<file path="src/rtl/fma_norm_pkg.sv">
// FMA normalisation shift finder: shared types.
// Search modes, the stage-1 payload and segment sizing.
package fma_norm_pkg;

  typedef enum logic [1:0] {
    FNS_FULL   = 2'd0,
    FNS_WINDOW = 2'd1,
    FNS_TOP    = 2'd2
  } fns_mode_t;

  function automatic int nseg(input int w, input int seg);
    return (w + seg - 1) / seg;
  endfunction

  localparam int FNS_W     = 71;
  localparam int FNS_SEG   = 8;
  localparam int FNS_TAG_W = 4;
  localparam int FNS_NSEG  = nseg(FNS_W, FNS_SEG);
  localparam int FNS_IW    = $clog2(FNS_SEG);

  typedef struct packed {
    logic [FNS_NSEG-1:0]             nz;
    logic [FNS_NSEG-1:0][FNS_IW-1:0] idx;
    logic                            zero;
    fns_mode_t                       mode;
    logic [FNS_TAG_W-1:0]            tag;
  } fns_s1_t;

endpackage

</file>
<file path="src/rtl/fma_norm_shift_pipe_seg_lzd.sv">
// Leading-one detector for one segment.
// Highest set bit wins; idx is 0 when the segment is empty.
module fma_seg_lzd #(
  parameter int SEG = 8,
  parameter int IW  = (SEG > 1) ? $clog2(SEG) : 1
) (
  input  logic [SEG-1:0] d_i,
  output logic           nz_o,
  output logic [IW-1:0]  idx_o
);

  // scan upward so the highest one overwrites lower ones
  always_comb begin
    nz_o  = 1'b0;
    idx_o = '0;
    for (int i = 0; i < SEG; i++) begin
      if (d_i[i]) begin
        nz_o  = 1'b1;
        idx_o = IW'(i);
      end
    end
  end

endmodule

</file>
<file path="src/rtl/fma_norm_shift_pipe.sv">
// Two-stage leading-one finder for FMA normalisation.
// Stage 1: mask + segment LZDs; stage 2: combine into shift.
module fma_norm_shift_pipe
  import fma_norm_pkg::*;
#(
  parameter int W         = FNS_W,
  parameter int POINT_POS = 32,
  parameter int WIN       = 3,
  parameter int SEG       = FNS_SEG,
  parameter int ACNT_W    = 7,
  parameter int SHIFT_W   = 8,
  parameter int TAG_W     = FNS_TAG_W
) (
  input  logic               clk,
  input  logic               reset,
  input  logic               in_valid,
  output logic               in_ready,
  input  logic [W-1:0]       sm,
  input  logic [ACNT_W-1:0]  a_cnt,
  input  logic [1:0]         mode,
  input  logic [TAG_W-1:0]   tag_in,
  output logic               out_valid,
  input  logic               out_ready,
  output logic [SHIFT_W-1:0] m_shift,
  output logic               one_less,
  output logic               zero,
  output logic               miss,
  output logic [TAG_W-1:0]   tag_out
);

  localparam int NSEG = nseg(W, SEG);
  localparam int IW   = (SEG > 1) ? $clog2(SEG) : 1;
  localparam int LO   = W - 1 - POINT_POS;
  localparam int MAXD = (POINT_POS > LO) ? POINT_POS : LO;

  if (!((1 << (SHIFT_W - 1)) > MAXD)) begin : g_bad_shift_w
    $error("SHIFT_W cannot hold the largest shift");
  end
  if (NSEG > FNS_NSEG || IW > FNS_IW || TAG_W > FNS_TAG_W)
  begin : g_bad_payload
    $error("stage-1 payload too narrow for parameters");
  end

  logic adv1, adv2;
  logic s1_valid_q, s2_valid_q;
  fns_s1_t s1_d, s1_q;
  fns_mode_t mode_n;

  logic [W-1:0]        mask;
  logic [W-1:0]        msm;
  logic [NSEG*SEG-1:0] msm_pad;
  logic [NSEG-1:0]     seg_nz;
  logic [IW-1:0]       seg_idx [NSEG];

  assign adv2      = ~s2_valid_q | out_ready;
  assign adv1      = ~s1_valid_q | adv2;
  assign in_ready  = adv1;
  assign out_valid = s2_valid_q;

  // encoding 3 folds into FULL
  always_comb begin
    mode_n = FNS_FULL;
    unique case (1'b1)
      (mode == 2'd1): mode_n = FNS_WINDOW;
      (mode == 2'd2): mode_n = FNS_TOP;
      default:        mode_n = FNS_FULL;
    endcase
  end

  // search-range mask; window bits off either end drop out
  always_comb begin
    int top;
    top  = POINT_POS + 1 - int'($signed(a_cnt));
    mask = '0;
    for (int i = 0; i < W; i++) begin
      unique case (mode_n)
        FNS_WINDOW:
          mask[i] = (i <= top) && (i >= top - WIN + 1);
        FNS_TOP:
          mask[i] = (i <= POINT_POS + 2) && (i >= POINT_POS - 1);
        default:
          mask[i] = 1'b1;
      endcase
    end
  end

  assign msm     = sm & mask;
  assign msm_pad = (NSEG*SEG)'(msm);

  for (genvar g = 0; g < NSEG; g++) begin : g_seg
    fma_seg_lzd #(.SEG(SEG), .IW(IW)) u_lzd (
      .d_i   (msm_pad[g*SEG +: SEG]),
      .nz_o  (seg_nz[g]),
      .idx_o (seg_idx[g])
    );
  end

  // pack the partial encodings for stage 2
  always_comb begin
    s1_d      = '0;
    s1_d.zero = (sm == '0);
    s1_d.mode = mode_n;
    s1_d.tag[TAG_W-1:0] = tag_in;
    for (int s = 0; s < NSEG; s++) begin
      s1_d.nz[s]          = seg_nz[s];
      s1_d.idx[s][IW-1:0] = seg_idx[s];
    end
  end

  logic [SHIFT_W-1:0] shift_d;
  logic               one_less_d, miss_d;

  // highest nonzero segment gives the global index
  always_comb begin
    int   lz;
    int   diff;
    logic found;
    found      = 1'b0;
    lz         = 0;
    shift_d    = '0;
    one_less_d = 1'b0;
    miss_d     = 1'b0;
    for (int s = 0; s < NSEG; s++) begin
      if (s1_q.nz[s]) begin
        found = 1'b1;
        lz    = s * SEG + int'(s1_q.idx[s][IW-1:0]);
      end
    end
    diff = POINT_POS - lz;
    if (s1_q.zero) begin
      miss_d = 1'b0;
    end else if (!found) begin
      miss_d = 1'b1;
    end else begin
      shift_d    = diff[SHIFT_W-1:0];
      one_less_d = (s1_q.mode == FNS_TOP) &&
                   (lz == POINT_POS - 1);
    end
  end

  // stage 1 registers: load on accept, advance with adv1
  always_ff @(posedge clk) begin
    if (reset) begin
      s1_valid_q <= 1'b0;
      s1_q       <= '0;
    end else if (adv1) begin
      s1_valid_q <= in_valid;
      if (in_valid) s1_q <= s1_d;
    end
  end

  // stage 2 registers: outputs hold while stalled
  always_ff @(posedge clk) begin
    if (reset) begin
      s2_valid_q <= 1'b0;
      m_shift    <= '0;
      one_less   <= 1'b0;
      zero       <= 1'b0;
      miss       <= 1'b0;
      tag_out    <= '0;
    end else if (adv2) begin
      s2_valid_q <= s1_valid_q;
      if (s1_valid_q) begin
        m_shift  <= shift_d;
        one_less <= one_less_d;
        zero     <= s1_q.zero;
        miss     <= miss_d;
        tag_out  <= s1_q.tag[TAG_W-1:0];
      end
    end
  end

endmodule

</file>
<file path="config.mk">
export PLATFORM = sky130hd
export DESIGN_NAME = fma_norm_shift_pipe
export DESIGN_NICKNAME = d
export VERILOG_FILES = /design/src/rtl/fma_norm_pkg.sv /design/src/rtl/fma_norm_shift_pipe_seg_lzd.sv /design/src/rtl/fma_norm_shift_pipe.sv
export SDC_FILE = /design/constraint.sdc
export NUM_CORES = 1
export LEC_CHECK = 0
export ABC_AREA = 1
export BUFFER_PORTS_ARGS = -buffer_cell sky130_fd_sc_hd__buf_2
export CORE_MARGIN = 3
export CORE_UTILIZATION = 40
export DETAILED_ROUTE_END_ITERATION = 8
export PLACE_DENSITY = 0.58
export SLEW_MARGIN = 20
export SYNTH_ARGS = -nofsm -noshare
export SYNTH_HDL_FRONTEND = slang
export SYNTH_SLANG_ARGS = --single-unit
</file>
<file path="constraint.sdc">
create_clock -name clk -period 6.7 [get_ports clk]
set_input_delay 1.005 -clock clk [delete_from_list [all_inputs] [get_ports clk]]
set_output_delay 1.005 -clock clk [all_outputs]
set_load 0.005 [all_outputs]
</file>
Word-level counts from Yosys, hierarchy flattened
Index checks and enable logic that the tools add are counted.
{"block": "op_classes", "n_reduce_logical": 75, "n_bitwise": 5, "addsub": 12, "n_eq_ne": 6, "order_cmp": 142, "n_mux": 229}
{"operator": "7-bit by 10-bit greater-or-equal comparator with 1-bit output (first input constant)", "count": 32}
{"operator": "7-bit by 8-bit less-or-equal comparator with 1-bit output (first input constant)", "count": 32}
{"operator": "32-bit two-way mux", "count": 8}
{"operator": "6-bit by 10-bit greater-or-equal comparator with 1-bit output (first input constant)", "count": 16}
{"operator": "1-bit case mux with 2 select lines", "count": 67}
{"operator": "6-bit by 8-bit less-or-equal comparator with 1-bit output (first input constant)", "count": 16}
{"operator": "3-bit two-way mux", "count": 36}
{"operator": "1-bit two-way mux", "count": 97}
{"operator": "5-bit by 10-bit greater-or-equal comparator with 1-bit output (first input constant)", "count": 8}
{"operator": "1-bit logical AND", "count": 72}
{"operator": "71-bit bitwise AND", "count": 1}
{"operator": "71-bit logical NOT", "count": 1}
{"operator": "8-bit by 10-bit greater-or-equal comparator with 1-bit output (first input constant)", "count": 7}
{"operator": "5-bit by 8-bit less-or-equal comparator with 1-bit output (first input constant)", "count": 8}
{"operator": "8-bit less-or-equal comparator (first input constant)", "count": 7}
{"operator": "4-bit by 10-bit greater-or-equal comparator with 1-bit output (first input constant)", "count": 4}
{"operator": "2-bit two-way mux", "count": 18}
{"operator": "32-bit by 6-bit equality test with 1-bit output (second input constant)", "count": 1}
{"operator": "4-bit by 8-bit less-or-equal comparator with 1-bit output (first input constant)", "count": 4}
{"operator": "6-bit by 3-bit adder with 7-bit output (first input constant)", "count": 4}
{"operator": "3-bit by 10-bit greater-or-equal comparator with 1-bit output (first input constant)", "count": 2}
{"operator": "3-bit by 8-bit less-or-equal comparator with 1-bit output (first input constant)", "count": 2}
{"operator": "8-bit two-way mux", "count": 2}
{"operator": "5-bit by 3-bit adder with 6-bit output (first input constant)", "count": 2}
{"operator": "other kinds (16)", "count": 22}
{"block": "word_totals", "output_inout_bits": 17, "input_bits": 88, "word_cells": 489, "ff_bits": 60}

Depth between registers and ports, before layout
Gate-level depths: netlist (run 1).
{"block": "depth", "ltp_word": 15, "depth_mapped": 27, "ltp_nobuf": 25}

Cells and area by module
A second synthesis (run 1) with hierarchy kept.
{"block": "unflattened", "cells_unflattened": 1255, "area_unflattened_um2": 6666.4}
{"mod": "fma_norm_shift_pipe", "seq_area_each_um2": 1201.2, "cells_each": 1075, "area_per_inst_um2": 5968.2, "n_inst": 1}
{"mod": "fma_seg_lzd", "seq_area_each_um2": 0.0, "cells_each": 20, "area_per_inst_um2": 77.6, "n_inst": 9}

Least setup slack after synthesis (run 1)
OpenSTA, ideal clock, no wires.
{"block": "synth_path", "path_kind": "input -> register", "startpoint": "input a_cnt[1]", "endpoint": "register s1_q[38] in the netlist's numbering", "path_stages": 23, "arrival_time_ns": 3.591, "setup_ns": 0.109, "required_time_ns": 6.591, "slack_ns": 3.000, "path_buffers": 3, "cell_sequence": "buf_4 -> inv_6 -> ha_1 -> buf_4 -> nand3_2 -> nand3_2 -> clkbuf_1 -> ha_1 -> inv_1 -> nor2_2 -> nor2_8 -> nand2_2 -> nor2_4 -> nor2_4 -> nand2_1 -> a21oi_1 -> nor2_1 -> o21bai_2 -> nand2_1 -> nor2_1 -> nand3b_1 -> nand2_1 -> inv_1"}
{"block": "synth_between", "elab_chain_len": 15, "elab_cells_between_ends": 44, "cone_classes": "add/sub: 3; order compare: 16; mux: 16; bitwise: 1; reduce/logical: 8"}
{"element": "start, declared", "line": "fma_norm_shift_pipe.sv:19", "rtl": "input logic [ACNT_W-1:0] a_cnt,"}
{"element": "7-bit by 7-bit subtractor with 8-bit output *", "line": "fma_norm_shift_pipe.sv:73", "rtl": "top = POINT_POS + 1 - int'($signed(a_cnt));"}
{"element": "8-bit by 3-bit subtractor with 9-bit output", "line": "fma_norm_shift_pipe.sv:78", "rtl": "mask[i] = (i <= top) && (i >= top - WIN + 1);"}
{"element": "9-bit by 2-bit adder with 10-bit output", "line": "fma_norm_shift_pipe.sv:78"}
{"element": "7-bit by 10-bit greater-or-equal comparator with 1-bit output", "line": "fma_norm_shift_pipe.sv:78"}
{"element": "1-bit logical AND", "line": "fma_norm_shift_pipe.sv:78"}
{"element": "1-bit two-way mux", "line": "fma_norm_shift_pipe.sv:76", "rtl": "unique case (mode_n)"}
{"element": "71-bit bitwise AND *", "line": "fma_norm_shift_pipe.sv:87", "rtl": "assign msm = sm & mask;"}
{"element": "1-bit two-way mux (7 in series)", "line": "fma_norm_shift_pipe_seg_lzd.sv:17", "rtl": "if (d_i[i]) begin"}
{"element": "1-bit two-way mux *", "line": "fma_norm_shift_pipe_seg_lzd.sv:17"}
{"element": "end signal, assigned", "line": "fma_norm_shift_pipe.sv:145", "rtl": "s1_q <= '0;"}
{"element": "end signal, assigned", "line": "fma_norm_shift_pipe.sv:148", "rtl": "if (in_valid) s1_q <= s1_d;"}
{"element": "end, declared", "line": "fma_norm_shift_pipe.sv:46", "rtl": "fns_s1_t s1_d, s1_q;"}
Every way passes the cells marked *; elsewhere a longest branch is shown, timed or not.
A chain may end at the register's enable or synchronous reset.

Worst setup path after layout (run 1)
{"block": "layout_path", "startpoint": "input a_cnt[1]", "endpoint": "register s1_q[35] in the netlist's numbering"}
{"block": "layout_between", "elab_chain_len": 15, "elab_cells_between_ends": 44, "cone_classes": "add/sub: 3; order compare: 16; mux: 16; bitwise: 1; reduce/logical: 8"}
{"element": "7-bit by 7-bit subtractor with 8-bit output *", "line": "fma_norm_shift_pipe.sv:73"}
{"element": "8-bit by 3-bit subtractor with 9-bit output", "line": "fma_norm_shift_pipe.sv:78"}
{"element": "9-bit by 2-bit adder with 10-bit output", "line": "fma_norm_shift_pipe.sv:78"}
{"element": "5-bit by 10-bit greater-or-equal comparator with 1-bit output", "line": "fma_norm_shift_pipe.sv:78"}
{"element": "1-bit logical AND", "line": "fma_norm_shift_pipe.sv:78"}
{"element": "1-bit case mux with 2 select lines", "line": "fma_norm_shift_pipe.sv:76"}
{"element": "71-bit bitwise AND *", "line": "fma_norm_shift_pipe.sv:87"}
{"element": "1-bit two-way mux (7 in series)", "line": "fma_norm_shift_pipe_seg_lzd.sv:17"}
{"element": "1-bit two-way mux *", "line": "fma_norm_shift_pipe_seg_lzd.sv:17"}
Marked as above.

==> results of run 1 <==
-- final cells by class --
class | instances | area share
multi-input combinational | 919 | 0.626
sequential | 60 | 0.170
timing repair buffer | 108 | 0.0777
inverter | 103 | 0.0553
tap | 184 | 0.0325
clock buffer | 9 | 0.0318
clock inverter | 7 | 0.00760
-- metrics by stage --
stage          power [mW]  instances  area, um^2  hold WS, ns
2_1_floorplan       0.754       1119        6190        0.442
3_3_place_gp        0.932       1374        6800        0.452
3_5_place_dp        0.927       1374        6800        0.452
4_1_cts              1.35       1390        7080        0.461
5_1_grt              1.44       1390        7080        0.479
6_report             1.35       1390        7080        0.459
-- routing by layer --
layer / up-vias / wire [um]
met2: 466 / 11400
met3: 66 / 2790
met1: 3738 / 12300
met5: - / 0
li1: 3935 / -
met4: 0 / 910
-- critical path: stages --
cell and delay [ns]:
buf_2 0.42, inv_6 0.13, ha_1 0.35, nand3_2 0.13, nand2_1 0.06, nand2_1 0.32
nand3_2 0.26, inv_1 0.20, ha_1 0.21, nand2_1 0.09, nand2_1 0.08, nand2_2 0.34
inv_2 0.47, o21ai_0 0.16, a21oi_1 0.25, o21ai_1 0.11, nand3_1 0.17, nand2_1 0.06
nor2_1 0.13, nand3b_1 0.10, nand2_1 0.06, inv_1 0.04
-- logic make-up after synthesis --
group                    synth area share
AO/OA/AOI/OAI                       0.224
adder cells (fa/ha/maj)            0.0162
buffers and inverters              0.0902
flip-flops                          0.194
AND/OR/NAND/NOR                     0.476
-- power by group --
| part | total, mW | leakage [nW] | switching, mW | internal, mW |
|---|---|---|---|---|
| combinational | 0.532 | 2.74 | 0.375 | 0.157 |
| clock | 0.417 | 0.128 | 0.167 | 0.251 |
| sequential | 0.405 | 0.498 | 0.0187 | 0.386 |
-- final timing paths --
check	from	end	slack, ns	depth (start not counted)
hold reg to reg	m_shift[0]	m_shift[0]	0.46	2
setup / recovery	a_cnt[1]	s1_q[35]	1.75	22
setup reg to reg	s1_q[37]	m_shift[2]	4.14	14
hold / removal	m_shift[0]	m_shift[0]	0.46	2
-- cells in the final DEF, fill, tap and decap left out, types with 11 or more instances in the layout --
cell,instances
nand4_1,18
a31oi_1,11
o21ai_0,89
nand2_1,316
buf_2,104
dfxtp_1,60
nor4_1,18
nor2_1,149
nand2_2,14
o21ai_1,23
inv_1,83
inv_2,18
nand3_1,98
a21oi_1,90
-- registers in the layout, indices dropped and copies added (netlist names) --
name / flops
s1_q: 43
miss: 1
zero: 1
m_shift: 8
tag_out: 4
one_less: 1
out_valid: 1
s1_valid_q: 1
==> impl_metrics.csv, run 1 <==
group,metric,value,unit
synth,synth_edf_count,0,
critical_path,end_kind,"flip-flop",
cts,clk_pin_slew,0.05,ns
global_routing,overflow,0,
timing,rsz0062_at_grt,"false",
final_layout,synthToLayoutAreaGrowth,14.4,%
cts,ctsHoldBuffers,0,
final_layout,antenna_cells,0,
timing,maxClockFrequency,202,MHz
timing,slew_violations,0,
timing,setup_viol,0,
critical_path,cp_data_required_time,6.92,ns
power,ir_worst_vdd,0.156,mV
power,power_leakage,3.36,nW
cts,postCtsResizedCells,0,
global_routing,track_usage,0.320,
synth,synthArstFlopShare,0,
synth,ys_seq_area_frac,0.194,
placement,gp_congestion,1.02,
synth,synthFlopType,"dfxtp_1",
detailed_routing,remaining_drc_errors,0,
detailed_routing,drt_wl_total,27.4,mm
global_routing,grt_pass1_wl,41.7,mm
power,p_per_area,191,nW/um^2
global_routing,grt_pass1_vias,7765,
cts,root_buffer,"clkbuf_16",
detailed_routing,detailedRoute.firstPassIterationCount,6,
cts,clock_latency,0.33,ns
synth,yosysMostFrequentCell,"nand2_1",
synth,syn_inst,1119,
placement,hpwl,22.0,mm
synth,synth_area,6190,um^2
cts,numCtsBuffers,9,
detailed_routing,num_vias,8205,
timing,finalCritPeriodShare,0.739,
final_layout,multi_input_area,4430,um^2
floorplan,die_area,17000,um^2
timing,fin_crit,4.95,ns
synth,synthTopCellsByCount,"316 x nand2_1, 149 x nor2_1, 98 x nand3_1, 90 x a21oi_1, 89 x o21ai_0",
placement,dp_slack,1.57,ns
global_routing,grt_max_degree,64,
timing,tns,0,ns
floorplan,io_pins,105,
cts,cts_buffer_depth,2,
global_routing,met1_usage,0.455,
final_layout,drive_gt1_frac,0.159,
detailed_routing,wire_per_inst,19.7,um
critical_path,arrival,5.17,ns
global_routing,antenna_found_initial,0,
final_layout,nets,1297,
placement,port_buffers,104,
synth,synth_top_area_share,0.194,
cts,cts_max_level,3,
floorplan,core-area,14800,um^2
detailed_routing,drt-initial-drc-count,907,
global_routing,grt_busiest_layer,"met2",
run,maxCapViolCount,0,
floorplan,die_y,130,um
floorplan,die_w,130,um
critical_path,setup.worst_path.class,"in -> reg",
cts,cts_tree,"yes",
outcome,outcome,"finished clean",
global_routing,grt.met3_usage,0.0695,
synth,syn_nets,1215,
global_routing,use_met2,0.485,
floorplan,start_util,0.418,
critical_path,crit_fanout,25,
synth,synth_largest_area_cell,"dfxtp_1",
final_layout,seqCellArea,1200,um^2
hold_path,worstHoldPathType,"reg -> reg",
timing,tightest_slew,1.02,ns
synth,ys_top_cells_by_area,"dfxtp_1 19%, nand2_1 19%, nor2_1 9.0%",
timing,setup_ws,1.75,ns
cts,postCtsSetupBuffers,0,
detailed_routing,vias_per_cell,5.90,
final_layout,fillers,1710,
timing,slew_headroom,0.316,
critical_path,start_kind,"input port",
synth,yosys.cell_types.count,50,
synth,syn_area_per_cell,5.53,um^2
timing,skew,0.00680,ns
detailed_routing,ant_nets,0,
synth,yosysWarnings,0,
synth,ys_ff_latch,60,
timing,hold_violations,0,
final_layout,utilization,0.478,
cts,cts.sinks,60,
floorplan,row_count,44,
No activity file was read; power rests on OpenSTA's default activity.
==> run 2, diff against run 1 <==
==> constraint.sdc (replaced) <==
create_clock -name clk -period 4.6 [get_ports clk]
set_input_delay 0.69 -clock clk [delete_from_list [all_inputs] [get_ports clk]]
set_output_delay 0.69 -clock clk [all_outputs]
set_load 0.005 [all_outputs]
==> impl_metrics.csv, run 2 (synthesis gave the netlist of run 1 again) <==
group,metric,value,unit
outcome,outcome,"finished clean",
final_layout,layout_common_cells,"316 x nand2_1, 149 x nor2_1, 104 x buf_2",
cts,ctsHoldBuffers,0,
detailed_routing,drt_wl_total,27.9,mm
critical_path,r2r-end,"m_shift[2]",
final_layout,antenna_cells,0,
final_layout,final_area,7230,um^2
detailed_routing,detailedRoute.firstPassIterationCount,6,
critical_path,ff2ff_path_depth,14,
critical_path,end_kind,"flip-flop",
floorplan,core-area,14800,um^2
cts,numCtsBuffers,9,
cts,clock_latency,0.33,ns
final_layout,drive_gt1_frac,0.170,
placement,port_buffers,104,
detailed_routing,ant_nets,0,
final_layout,nets,1316,
timing,tns,0,ns
final_layout,largest_reg_flops,43,
critical_path,crit_fanout,12,
cts,cts_buffer_depth,2,
final_layout,layout_commonest_cell,"nand2_1",
critical_path,path_common_cell,"nor2_1",
detailed_routing,vias_per_cell,5.90,
critical_path,start_kind,"input port",
global_routing,grt_max_degree,45,
global_routing,overflow,0,
floorplan,die_area,17000,um^2
timing,slew_violations,0,
placement,gp_congestion,1.04,
timing,setup_viol,0,
timing,maxClockFrequency,269,MHz
final_layout,regMostFlops,"s1_q",
cts,cts.sinks,60,
hold_path,hold_path_end,"m_shift[3]",
cts,clk_pin_slew,0.05,ns
detailed_routing,num_vias,8299,
run,maxCapViolCount,0,
global_routing,track_usage,0.326,
global_routing,grt_pass1_wl,42.4,mm
floorplan,io_pins,105,
timing,rsz0062_at_grt,"false",
timing,slew_headroom,0.307,
floorplan,row_count,44,
critical_path,cp_data_required_time,4.81,ns
hold_path,worstHoldPathType,"reg -> reg",
cts,cts_max_level,3,
floorplan,start_util,0.418,
timing,hold_violations,0,
timing,finalCritPeriodShare,0.808,
critical_path,setup.worst_path.class,"in -> reg",
hold_path,worstHoldStart,"m_shift[3]",
critical_path,r2r_start,"s1_q[37]",
cts,root_buffer,"clkbuf_16",
final_layout,top_regs,"s1_q x43, m_shift x8, tag_out x4",
placement,postPlaceCellArea,6950,um^2
power,p_per_area,280,nW/um^2
critical_path,reg2reg_slack,2.19,ns
timing,skew,0.00599,ns
cts,cts_tree,"yes",
floorplan,die_y,130,um
detailed_routing,wire_per_inst,19.8,um
final_layout,synthToLayoutAreaGrowth,16.7,%
cts,postCtsResizedCells,0,
critical_path,arrival,3.93,ns
critical_path,worst_path_max_delay_cell,"a21boi_0",
critical_path,cp_slowest_stage_delay,0.59,ns
power,power_leakage,3.47,nW
cts,postCtsSetupBuffers,0,
critical_path,path_cells,"buf_2 -> inv_6 -> ha_1 -> inv_2 -> nand2_2 -> nand2_4 -> nor2_1 -> inv_1 -> nor2_1 -> a21oi_1 -> o21ai_0 -> a21boi_0 -> o211ai_1 -> a31oi_1 -> nor2_1",
detailed_routing,drt-initial-drc-count,1032,
timing,fin_crit,3.72,ns
detailed_routing,remaining_drc_errors,0,
power,ir_worst_vdd,0.214,mV
placement,hpwl,22.5,mm
global_routing,grt_pass1_vias,7701,
hold_path,holdPathStages,2,
floorplan,die_w,130,um
global_routing,antenna_found_initial,0,
timing,tightest_slew,1.04,ns
[run 2: cell types whose count changed in the layout (fill, tap and decap cells not counted), sizes merged]
cell,before,now
bufinv,0,1
clkinvlp,3,0
clkinv,5,3
buf,108,127
clkbuf,9,10
[run 2: area by class of cell]
type,count,area [um^2]
Fill cell,1694,7580
Timing Repair Buffer,127,693
Multi-Input combinational cell,919,4430
Inverter,103,392
Clock inverter,3,40.0
Tap cell,184,230
Sequential cell,60,1200
Clock buffer,10,239
[run 2: worst max path at each step]
| stage | slack, ns | cells after the start | from | end |
|---|---|---|---|---|
| 5_1_grt | 0.65 | 17 | a_cnt[1] | s1_q[17] |
| 2_1_floorplan | 1.22 | 23 | a_cnt[1] | s1_q[38] |
| 3_3_place_gp | 0.80 | 20 | a_cnt[1] | s1_q[29] |
| 3_5_place_dp | 0.73 | 20 | a_cnt[1] | s1_q[29] |
| 6_report | 0.88 | 15 | a_cnt[1] | s1_q[17] |
| 4_1_cts | 1.06 | 20 | a_cnt[1] | s1_q[29] |
[run 2: per-stage QoR]
step | instances | hold slack, ns | power [mW] | worst slack [ns] | util
after CTS | 1406 | 0.461 | 2.01 | 1.06 | 0.488
after global routing | 1406 | 0.475 | 2.15 | 0.648 | 0.488
final | 1406 | 0.461 | 2.03 | 0.883 | 0.488
after detailed placement | 1393 | 0.453 | 1.37 | 0.726 | 0.469
after floorplan | 1119 | 0.442 | 1.10 | 1.22 | -
after global placement | 1393 | 0.452 | 1.38 | 0.798 | 0.469
[run 2: critical path: cells and delay by family]
kind                     cells  cell delay [ns]
buffers and inverters        4             0.57
AO/OA/AOI/OAI                5             1.38
AND/OR/NAND/NOR              5             0.95
adder cells (fa/ha/maj)      1             0.34
[run 2: power breakdown]
group	internal (mW)	total (mW)	switching, mW
logic	0.245	0.800	0.556
registers	0.564	0.590	0.0261
clock network	0.421	0.635	0.214
[run 2: routing by layer]
metal / share of wire / routed length [um] / GRT usage / vias to the layer above
met4: 0.037 / 1020 / 0.115 / 0
met1: 0.44 / 12200 / 0.462 / 3763
met2: 0.41 / 11400 / 0.479 / 503
met3: 0.12 / 3270 / 0.0833 / 79
li1: - / - / - / 3954
met5: 0 / 0 / 0 / -
==> run 3, diff against run 2 <==
--- a/config.mk
+++ b/config.mk
@@ -10,7 +10,7 @@
 export CORE_MARGIN = 3
 export CORE_UTILIZATION = 40
 export DETAILED_ROUTE_END_ITERATION = 8
-export PLACE_DENSITY = 0.58
+export PLACE_DENSITY = 0.6
 export SLEW_MARGIN = 20
 export SYNTH_ARGS = -nofsm -noshare
 export SYNTH_HDL_FRONTEND = slang
==> constraint.sdc (replaced) <==
create_clock -name clk -period 3.3 [get_ports clk]
set_input_delay 0.495 -clock clk [delete_from_list [all_inputs] [get_ports clk]]
set_output_delay 0.495 -clock clk [all_outputs]
set_load 0.005 [all_outputs]
==> impl_metrics.csv, run 3 (synthesis gave the netlist of run 1 again) <==
group,metric,value,unit
outcome,outcome,"finished clean",
detailed_routing,num_vias,8567,
detailed_routing,ant_nets,0,
cts,root_buffer,"clkbuf_16",
timing,setup_ws,0.246,ns
detailed_routing,detailedRoute.firstPassIterationCount,5,
cts,ctsHoldBuffers,0,
hold_path,worstHoldStart,"tag_in[1]",
final_layout,layout_commonest_cell,"nand2_1",
critical_path,r2r-end,"m_shift[2]",
cts,cts_max_level,3,
timing,slew_headroom,0.321,
detailed_routing,vias_per_cell,5.75,
floorplan,core-area,14800,um^2
hold_path,holdPathStages,3,
floorplan,die_y,130,um
cts,postCtsSetupBuffers,0,
cts,cts.sinks,60,
critical_path,end_kind,"flip-flop",
floorplan,die_w,130,um
global_routing,grt_pass1_wl,43.7,mm
critical_path,ff2ff_path_depth,14,
cts,cts_tree,"yes",
placement,hpwl,23.4,mm
final_layout,drive_gt1_frac,0.225,
placement,gp_congestion,1.02,
final_layout,antenna_cells,0,
timing,finalCritPeriodShare,0.925,
detailed_routing,wire_per_inst,19.2,um
final_layout,nets,1399,
detailed_routing,remaining_drc_errors,0,
placement,postPlaceCellArea,7580,um^2
timing,hold_violations,0,
critical_path,crit_fanout,11,
cts,clk_pin_slew,0.05,ns
final_layout,layout_common_cells,"316 x nand2_1, 147 x nor2_1, 105 x buf_4",
cts,clock_latency,0.33,ns
critical_path,arrival,3.27,ns
global_routing,overflow,0,
run,maxCapViolCount,0,
timing,tightest_slew,1.02,ns
timing,maxClockFrequency,327,MHz
detailed_routing,drt_wl_total,28.5,mm
critical_path,reg2reg_slack,0.85,ns
global_routing,grt_pass1_vias,8047,
floorplan,die_area,17000,um^2
final_layout,largest_reg_flops,43,
cts,postCtsResizedCells,0,
final_layout,top_regs,"s1_q x43, m_shift x8, tag_out x4",
final_layout,final_area,7880,um^2
placement,port_buffers,104,
timing,setup_viol,0,
global_routing,grt_max_degree,45,
cts,numCtsBuffers,9,
final_layout,regMostFlops,"s1_q",
floorplan,start_util,0.418,
cts,cts_buffer_depth,2,
floorplan,io_pins,105,
placement,dp_slack,-0.126,ns
global_routing,track_usage,0.334,
hold_path,worstHoldPathType,"in -> reg",
detailed_routing,drt-initial-drc-count,1009,
power,p_per_area,377,nW/um^2
critical_path,cp_data_required_time,3.51,ns
timing,slew_violations,0,
timing,fin_crit,3.05,ns
hold_path,hold_path_end,"s1_q[1]",
floorplan,row_count,44,
timing,skew,0.00491,ns
critical_path,setup.worst_path.class,"in -> reg",
final_layout,synthToLayoutAreaGrowth,27.3,%
power,power_leakage,3.87,nW
global_routing,antenna_found_initial,0,
critical_path,r2r_start,"s1_q[37]",
critical_path,start_kind,"input port",
power,ir_worst_vdd,0.312,mV
==> run 3: worst max path at each step <==
| stage | startpoint | to | slack (ns) | cells past startpoint |
|---|---|---|---|---|
| finish | a_cnt[1] | s1_q[29] | 0.25 | 22 |
| global placement | a_cnt[2] | s1_q[42] | -0.15 | 23 |
| global route | a_cnt[1] | s1_q[41] | -0.001 | 23 |
| floorplan | a_cnt[1] | s1_q[38] | 0.11 | 23 |
| CTS | a_cnt[2] | s1_q[42] | 0.22 | 23 |
| detailed placement | a_cnt[1] | s1_q[42] | -0.13 | 22 |
==> run 3: layer usage <==
metal	wire length [um]	track usage	share of wire
met1	13200	0.486	0.46
met2	12100	0.509	0.42
met3	2630	0.0671	0.092
met4	687	0.0799	0.024
met5	0	0	0
==> run 3: power breakdown <==
| part | switching, mW | internal (mW) | leakage, nW |
|---|---|---|---|
| clock network | 0.306 | 0.588 | 0.140 |
| logic | 0.804 | 0.451 | 3.24 |
| registers | 0.0407 | 0.786 | 0.498 |
==> run 3: layout make-up <==
class / count / area (um^2)
Timing Repair Buffer: 210 / 1330
Inverter: 103 / 392
Tap cell: 184 / 230
Sequential cell: 60 / 1200
Clock buffer: 10 / 239
Fill cell: 1678 / 6930
Clock inverter: 3 / 40.0
Multi-Input combinational cell: 919 / 4450
==> run 3: worst max-delay path, stage by stage <==
cell and delay (ns):
buf_2 0.13, inv_6 0.05, ha_1 0.26, nand3_2 0.12, nand2_1 0.06, nand2_1 0.09
buf_4 0.19, nand3_2 0.12, nand2_2 0.08, nand2_2 0.07, nor2_4 0.15, buf_4 0.17
nand2_2 0.11, inv_2 0.17, buf_4 0.18, nand2_1 0.08, o211ai_1 0.11, o21ai_1 0.10
o21ai_1 0.13, nand3_1 0.13, a31oi_1 0.22, nor2_1 0.05
==> run 3: stage by stage <==
| stage | instances | hold slack (ns) | setup TNS (ns) | utilization | power (mW) |
|---|---|---|---|---|---|
| floorplan | 1119 | 0.442 | 0 | - | 1.53 |
| global placement | 1476 | 0.452 | -0.150 | 0.512 | 2.05 |
| detailed placement | 1476 | 0.455 | -0.126 | 0.512 | 2.05 |
| CTS | 1489 | 0.411 | 0 | 0.531 | 2.94 |
| global route | 1489 | 0.464 | -0.00128 | 0.532 | 3.14 |
| finish | 1489 | 0.415 | 0 | 0.532 | 2.98 |
